$ cat src/rtl/uart_receiver.sv
// 8N1 UART receiver: 2-flop synchronised RxD, mid-bit sampling, byte out with valid/ack handshake.
// Stop-bit errors pulse frame_err; a byte landing on an unacknowledged one pulses overrun.
module uart_receiver #(
    parameter int unsigned CLKS_PER_BIT = 10416,
    parameter int unsigned CNT_W        = 14
) (
    input  logic       clk,
    input  logic       reset,
    input  logic       RxD,
    output logic [7:0] data_out,
    output logic       data_valid,
    input  logic       data_ack,
    output logic       frame_err,
    output logic       overrun,
    output logic       busy
);

    localparam int unsigned    HALF_BIT  = CLKS_PER_BIT / 2;
    localparam logic [CNT_W-1:0] HALF_LAST = CNT_W'(HALF_BIT - 1);
    localparam logic [CNT_W-1:0] BIT_LAST  = CNT_W'(CLKS_PER_BIT - 1);

    typedef enum logic [1:0] {IDLE, START, DATA, STOP} state_t;

    state_t           state, state_n;
    logic [CNT_W-1:0] baud_cnt, baud_cnt_n;
    logic [2:0]       bit_idx, bit_idx_n;
    logic [7:0]       shreg, shreg_n;
    logic [7:0]       data_out_n;
    logic             data_valid_n, frame_err_n, overrun_n;
    logic             rx_meta, rx_s;

    // Two-flop synchroniser; idle-high reset value avoids a false start after reset
    always_ff @(posedge clk) begin
        if (reset) begin
            rx_meta <= 1'b1;
            rx_s    <= 1'b1;
        end else begin
            rx_meta <= RxD;
            rx_s    <= rx_meta;
        end
    end

    // State and output registers
    always_ff @(posedge clk) begin
        if (reset) begin
            state      <= IDLE;
            baud_cnt   <= '0;
            bit_idx    <= '0;
            shreg      <= '0;
            data_out   <= '0;
            data_valid <= 1'b0;
            frame_err  <= 1'b0;
            overrun    <= 1'b0;
            busy       <= 1'b0;
        end else begin
            state      <= state_n;
            baud_cnt   <= baud_cnt_n;
            bit_idx    <= bit_idx_n;
            shreg      <= shreg_n;
            data_out   <= data_out_n;
            data_valid <= data_valid_n;
            frame_err  <= frame_err_n;
            overrun    <= overrun_n;
            busy       <= (state_n != IDLE);
        end
    end

    // Next-state and next-output logic
    always_comb begin
        state_n      = state;
        baud_cnt_n   = baud_cnt + CNT_W'(1);
        bit_idx_n    = bit_idx;
        shreg_n      = shreg;
        data_out_n   = data_out;
        data_valid_n = data_valid & ~data_ack;
        frame_err_n  = 1'b0;
        overrun_n    = 1'b0;

        unique case (state)
            IDLE: begin
                baud_cnt_n = '0;
                if (!rx_s) state_n = START;
            end
            START: begin
                if (baud_cnt == HALF_LAST) begin
                    baud_cnt_n = '0;
                    bit_idx_n  = '0;
                    state_n    = rx_s ? IDLE : DATA;
                end
            end
            DATA: begin
                if (baud_cnt == BIT_LAST) begin
                    baud_cnt_n = '0;
                    shreg_n    = {rx_s, shreg[7:1]};
                    if (bit_idx == 3'd7) state_n = STOP;
                    else                 bit_idx_n = bit_idx + 3'd1;
                end
            end
            STOP: begin
                // Leave at mid-stop-bit so the next start edge is caught immediately
                if (baud_cnt == BIT_LAST) begin
                    baud_cnt_n = '0;
                    state_n    = IDLE;
                    if (rx_s) begin
                        data_out_n   = shreg;
                        data_valid_n = 1'b1;
                        overrun_n    = data_valid & ~data_ack;
                    end else begin
                        frame_err_n = 1'b1;
                    end
                end
            end
            default: state_n = IDLE;
        endcase
    end

endmodule

$ cat config.mk
export PLATFORM = sky130hd
export DESIGN_NAME = uart_receiver
export DESIGN_NICKNAME = d
export VERILOG_FILES = /design/src/rtl/uart_receiver.sv
export SDC_FILE = /design/constraint.sdc
export NUM_CORES = 1
export LEC_CHECK = 0
export ABC_AREA = 1
export CAP_MARGIN = 20
export CORE_ASPECT_RATIO = 1.25
export CORE_MARGIN = 2
export CORE_UTILIZATION = 55
export CTS_CLUSTER_DIAMETER = 60
export DETAILED_ROUTE_END_ITERATION = 8
export PLACE_DENSITY_LB_ADDON = 0.15
export RECOVER_POWER = 50
export SLEW_MARGIN = 20
export SYNTH_ARGS = -nofsm -noshare
export SYNTH_HDL_FRONTEND = slang
export SYNTH_SLANG_ARGS = --single-unit
$ cat constraint.sdc
create_clock -name clk -period 4.67 [get_ports clk]
set_input_delay 0.934 -clock clk [delete_from_list [all_inputs] [get_ports clk]]
set_output_delay 0.934 -clock clk [all_outputs]
set_load 0.02 [all_outputs]
; ---- Word level (Yosys, flattened, before mapping)
; Index checks and enable logic that the tools add are counted.
[op_classes]
n_bitwise = 5
muxes = 18
n_addsub = 2
eq_ne = 9
reduce_logical = 9
[ops]
columns = op, count
row1 = $pmux 14 s3, 1
row2 = $mux 14, 2
row3 = $add 14x1->14 const B, 1
row4 = $eq 14x13->1 const B, 1
row5 = $eq 14x14->1 const B, 1
row6 = $mux 2, 6
row7 = $mux 3, 3
row8 = $pmux 2 s4, 1
row9 = $ne 2x2->1 const B, 3
row10 = $pmux 3 s2, 1
row11 = $eq 2x2->1 const B, 2
row12 = $mux 1, 4
row13 = $not 1->1, 4
row14 = $reduce_and 4->1, 1
row15 = $reduce_bool 2->1, 2
row16 = $reduce_or 4->1, 1
row17 = $add 3x1->3 const B, 1
row18 = $eq 3x3->1 const B, 1
row19 = $reduce_and 3->1, 1
row20 = $reduce_or 3->1, 1
row21 = $eq 2x1->1 const B, 1
row22 = $logic_not 2->1, 1
row23 = $reduce_and 2->1, 1
row24 = $reduce_or 2->1, 1
row25 = $and 1x1->1, 1
[word_totals]
input_bits = 4
wordCells = 54
ff_bits = 41

; ---- Logic depth before layout (Yosys ltp)
[logic_depth]
word_depth = 5
mapped_depth = 11
depth_no_buf = 9

; ---- Worst setup path after synthesis
; Ideal clock, no wire load.
[synth_path]
path_type = in2reg
start = in reset
end = reg rx_meta
t_arrival_ns = 1.403
stages = 2
n_path_buf = 1
required_time_ns = 4.547
setup_slack_ns = 3.144
cell_sequence = clkbuf_1 > or2_2
[synth_rtl]
columns = item, line_no
row1 = start: declaration, 8  ; input logic reset,
row2 = end signal: assignment, 38  ; rx_meta <= RxD;
row3 = end: declaration, 30  ; logic rx_meta, rx_s;
; No word-level cell between the ends.

; ---- Worst setup path after layout
[layout_path]
start = reg baud_cnt[0]
end = reg data_out[4]
[layout_between]
elab_chain_len = 2
[layout_lines]
columns = item, line_no
row1 = start: declaration, 25  ; logic [CNT_W-1:0] baud_cnt, baud_cnt_n;
row2 = start signal: assignment, 57  ; baud_cnt <= baud_cnt_n;
row3 = $eq 14x14->1, 101  ; if (baud_cnt == BIT_LAST) begin
row4 = $reduce_and 3->1 (no line), n/a
row5 = end signal: assignment, 60  ; data_out <= data_out_n;
row6 = end: declaration, 10  ; output logic [7:0] data_out,
; No other way between the ends.
; A chain may end at the register's enable or synchronous reset.

==> impl_metrics.env <==
export IMPL_grt_pass1_wl_microns=6251
export IMPL_insertion_delay_ps=300
export IMPL_seq_area_frac_synth=0.4373
export IMPL_startpoint_type="register"
export IMPL_hp_start="rx_meta"
export IMPL_area_growth_syn_to_layout_pct=10.60
export IMPL_ioPinCount=16
export IMPL_final_nets=265
export IMPL_min_period_ps=2695
export IMPL_worst_path_stages=8
export IMPL_power_density_mw_per_mm2=323.9
export IMPL_max_stage_delay_ps=670
export IMPL_reg2regPathDepth=8
export IMPL_crit_top_cell="nor2_1"
export IMPL_n_antenna_cell=0
export IMPL_postCtsSetupRepairBufs=0
export IMPL_place_congestion=0.7731
export IMPL_worstPathRequired_ps=4870
export IMPL_finalSetupViolations=0
export IMPL_mappedNetlistArea_sq_mm=0.001877
export IMPL_layout_cells_non_filler=296
export IMPL_drt_pre_antenna_iters=4
export IMPL_drt_iter0_markers=43
export IMPL_clk_pin_slew_ps=80
export IMPL_synth_cell_types=31
export IMPL_core_area_sq_mm=0.003223
export IMPL_cp_num_buf_inv=1
export IMPL_htreeDepth=2
export IMPL_ir_drop_uv=323.8
export IMPL_crit_type="reg2reg"
export IMPL_drv_slew=0
export IMPL_synth_fp_nets=248
export IMPL_avgSynthCellArea_sq_um=7.788
export IMPL_clockBufferDepth=2
export IMPL_cts_inserted_buffers=5
export IMPL_synth_fa_ha_area_frac=0.02000
export IMPL_die_w_microns=56.25
export IMPL_crit_family="simple AND/OR/NAND/NOR gates"
export IMPL_vias_per_cell=5.074
export IMPL_synthSimpleGateAreaFrac=0.3467
export IMPL_holdPathEnd="rx_s"
export IMPL_synth_xor_area_share=0.01867
export IMPL_placementRows=23
export IMPL_cts_tree="done"
export IMPL_finClkSkew_ps=8.559
export IMPL_drv_cap=0
export IMPL_dp_hpwl_microns=2436
export IMPL_synth_compound_area_frac=0.09067
export IMPL_grt_start_max_net_pins=15
export IMPL_drc=0
export IMPL_die_y_microns=69.31
export IMPL_antenna_found_initial=0
export IMPL_avgRoutedWirePerCell_microns=11.81
export IMPL_relSlewSlack=0.4681
export IMPL_slowest_stage="nor2_1"
export IMPL_cp_max_fo=11
export IMPL_synth_top_family_by_area="simple AND/OR/NAND/NOR gates"
export IMPL_clkSinkCount=41
export IMPL_holdBufCountCts=0
export IMPL_crit_chain="ha_1, nand3_1, nor2_1, nand3_1, nor2_1, inv_1, nor2_1, nor2_1"
export IMPL_vias=1502
export IMPL_gr_total_overflow=0
export IMPL_hp_class="reg2reg"
export IMPL_ys_warn_count=0
export IMPL_dieArea_sq_mm=0.003899
export IMPL_synthMuxAreaShare=0
export IMPL_ant_nets=0
export IMPL_tightest_slew_ps=794.9
export IMPL_rsz0062_at_grt="false"
export IMPL_numPortBuffers=15
export IMPL_cts_resized=0
export IMPL_dpl_cell_count=288
export IMPL_arrival_ps=2890
export IMPL_grt_pass1_vias=1484
export IMPL_clockRootBuffer="clkbuf_8"
export IMPL_reg2reg_slack_ps=1980
export IMPL_start_util=0.5823
export IMPL_nFillCells=278
export IMPL_wl_microns=3495
export IMPL_setup_ws_ps=1975
export IMPL_r2r_end="data_out[4]"
export IMPL_status="completed"
export IMPL_reg2reg_from="baud_cnt[0]"
export IMPL_hold_viol=0
export IMPL_end_kind="register"
export IMPL_holdPathStages=1
export IMPL_synth_seq_cells=41
export IMPL_tns_ps=0
export IMPL_p_leak_nw=0.8194
export IMPL_drive_above_1_share=0.09266
export IMPL_grtUsageTotal=0.2041
export IMPL_syn_inst=241
export IMPL_dp_slack_ps=2103
export IMPL_fin_crit_sh=0.5771
export IMPL_whs_ps=412.7
export IMPL_fmax_mhz=371.1
registers in the layout, summed over array words and instances (netlist names):
signal	flops
rx_meta	1
overrun	1
data_valid	1
bit_idx	3
state	2
shreg	8
rx_s	1
frame_err	1
busy	1
baud_cnt	14
data_out	8
metal layers:
metal / up-vias / part of all wire / track usage / routed length (microns)
li1: 808 / - / - / -
met1: 666 / 0.44 / 0.2183 / 1538
met2: 20 / 0.50 / 0.3516 / 1732
met3: 8 / 0.033 / 0.05784 / 116
met4: 0 / 0.031 / 0.1190 / 108
met5: - / 0 / 0 / 0
worst max path at each step:
stage	start	endpoint
detailed placement	reset	busy
global route	baud_cnt[0]	data_out[2]
CTS	reset	busy
floorplan	reset	rx_meta
global placement	reset	busy
finish	baud_cnt[0]	data_out[4]
per-stage QoR:
stage	utilization	power, mW	area, sq um
6_report	0.6440	0.6724	2076
5_1_grt	0.6440	0.6949	2076
4_1_cts	0.6638	0.6809	2140
3_5_place_dp	0.6277	0.3851	2023
3_3_place_gp	0.6277	0.3850	2023
2_1_floorplan	-	0.3787	1877
cell families after synthesis:
| group | after synthesis |
|---|---|
| DFF | 41 |
| AOI/OAI and AO/OA | 30 |
| xor gates and xnor gates | 4 |
| buffers and inverters | 34 |
| and+or+nand+nor | 129 |
| adders and majority gates | 3 |
area by class of cell:
| class | count | area [sq um] | share of cell area |
|---|---|---|---|
| Inverter | 28 | 105.1 | 0.05063 |
| Timing Repair Buffer | 16 | 157.7 | 0.07595 |
| Tap cell | 37 | 46.29 | 0.02230 |
| Multi-Input combinational cell | 166 | 829.5 | 0.3996 |
| Clock buffer | 7 | 86.33 | 0.04159 |
| Sequential cell | 41 | 820.8 | 0.3954 |
| Clock inverter | 1 | 30.03 | 0.01447 |
cells in the final DEF, fill, tap and decap left out:
cell	n
a21oi_1	15
a21oi_4	1
a31oi_1	1
buf_4	1
bufinv_16	1
clkbuf_1	1
clkbuf_8	6
clkdlybuf4s50_1	14
clkinv_1	1
dfxtp_1	41
dlygate4sd3_1	1
ha_1	3
inv_1	27
nand2_1	38
nand2_2	1
nand2_4	1
nand3_1	16
nand4_1	10
nor2_1	42
nor2_2	7
nor3_1	8
nor3_2	2
nor3b_1	1
o21ai_0	12
o21ai_2	1
or2_2	3
xnor2_1	1
xor2_1	3
power by group:
group | total, mW | leakage, nW | internal, mW | switching [mW]
clock | 0.297 | 0.0585 | 0.174 | 0.122
combinational | 0.0209 | 0.430 | 0.00860 | 0.0123
sequential | 0.355 | 0.331 | 0.353 | 0.00195
total | 0.672 | 0.819 | 0.536 | 0.137
cell usage after synthesis (all sizes together):
master	count	area (sq um)
nor3b	1	7.510
inv	27	101.3
nand4	10	62.56
xor2	3	26.28
a21oi	16	95.10
buf	4	50.05
ha	3	37.54
o21ai	13	68.82
dfxtp	41	820.8
nor3	10	70.07
xnor2	1	8.760
clkinv	1	3.750
a31oi	1	6.260
nand3	16	97.60
clkbuf	2	7.510
nor2	49	216.5
or2	3	18.77
nand2	40	177.7
worst register-to-register path, cell delays in order (launching register included):
cell	delay, ps
dfxtp_1	370
ha_1	220
nand3_1	190
nor2_1	670
nand3_1	210
nor2_1	440
inv_1	280
nor2_1	160
nor2_1	60
No activity file was read; power rests on OpenSTA's default activity.
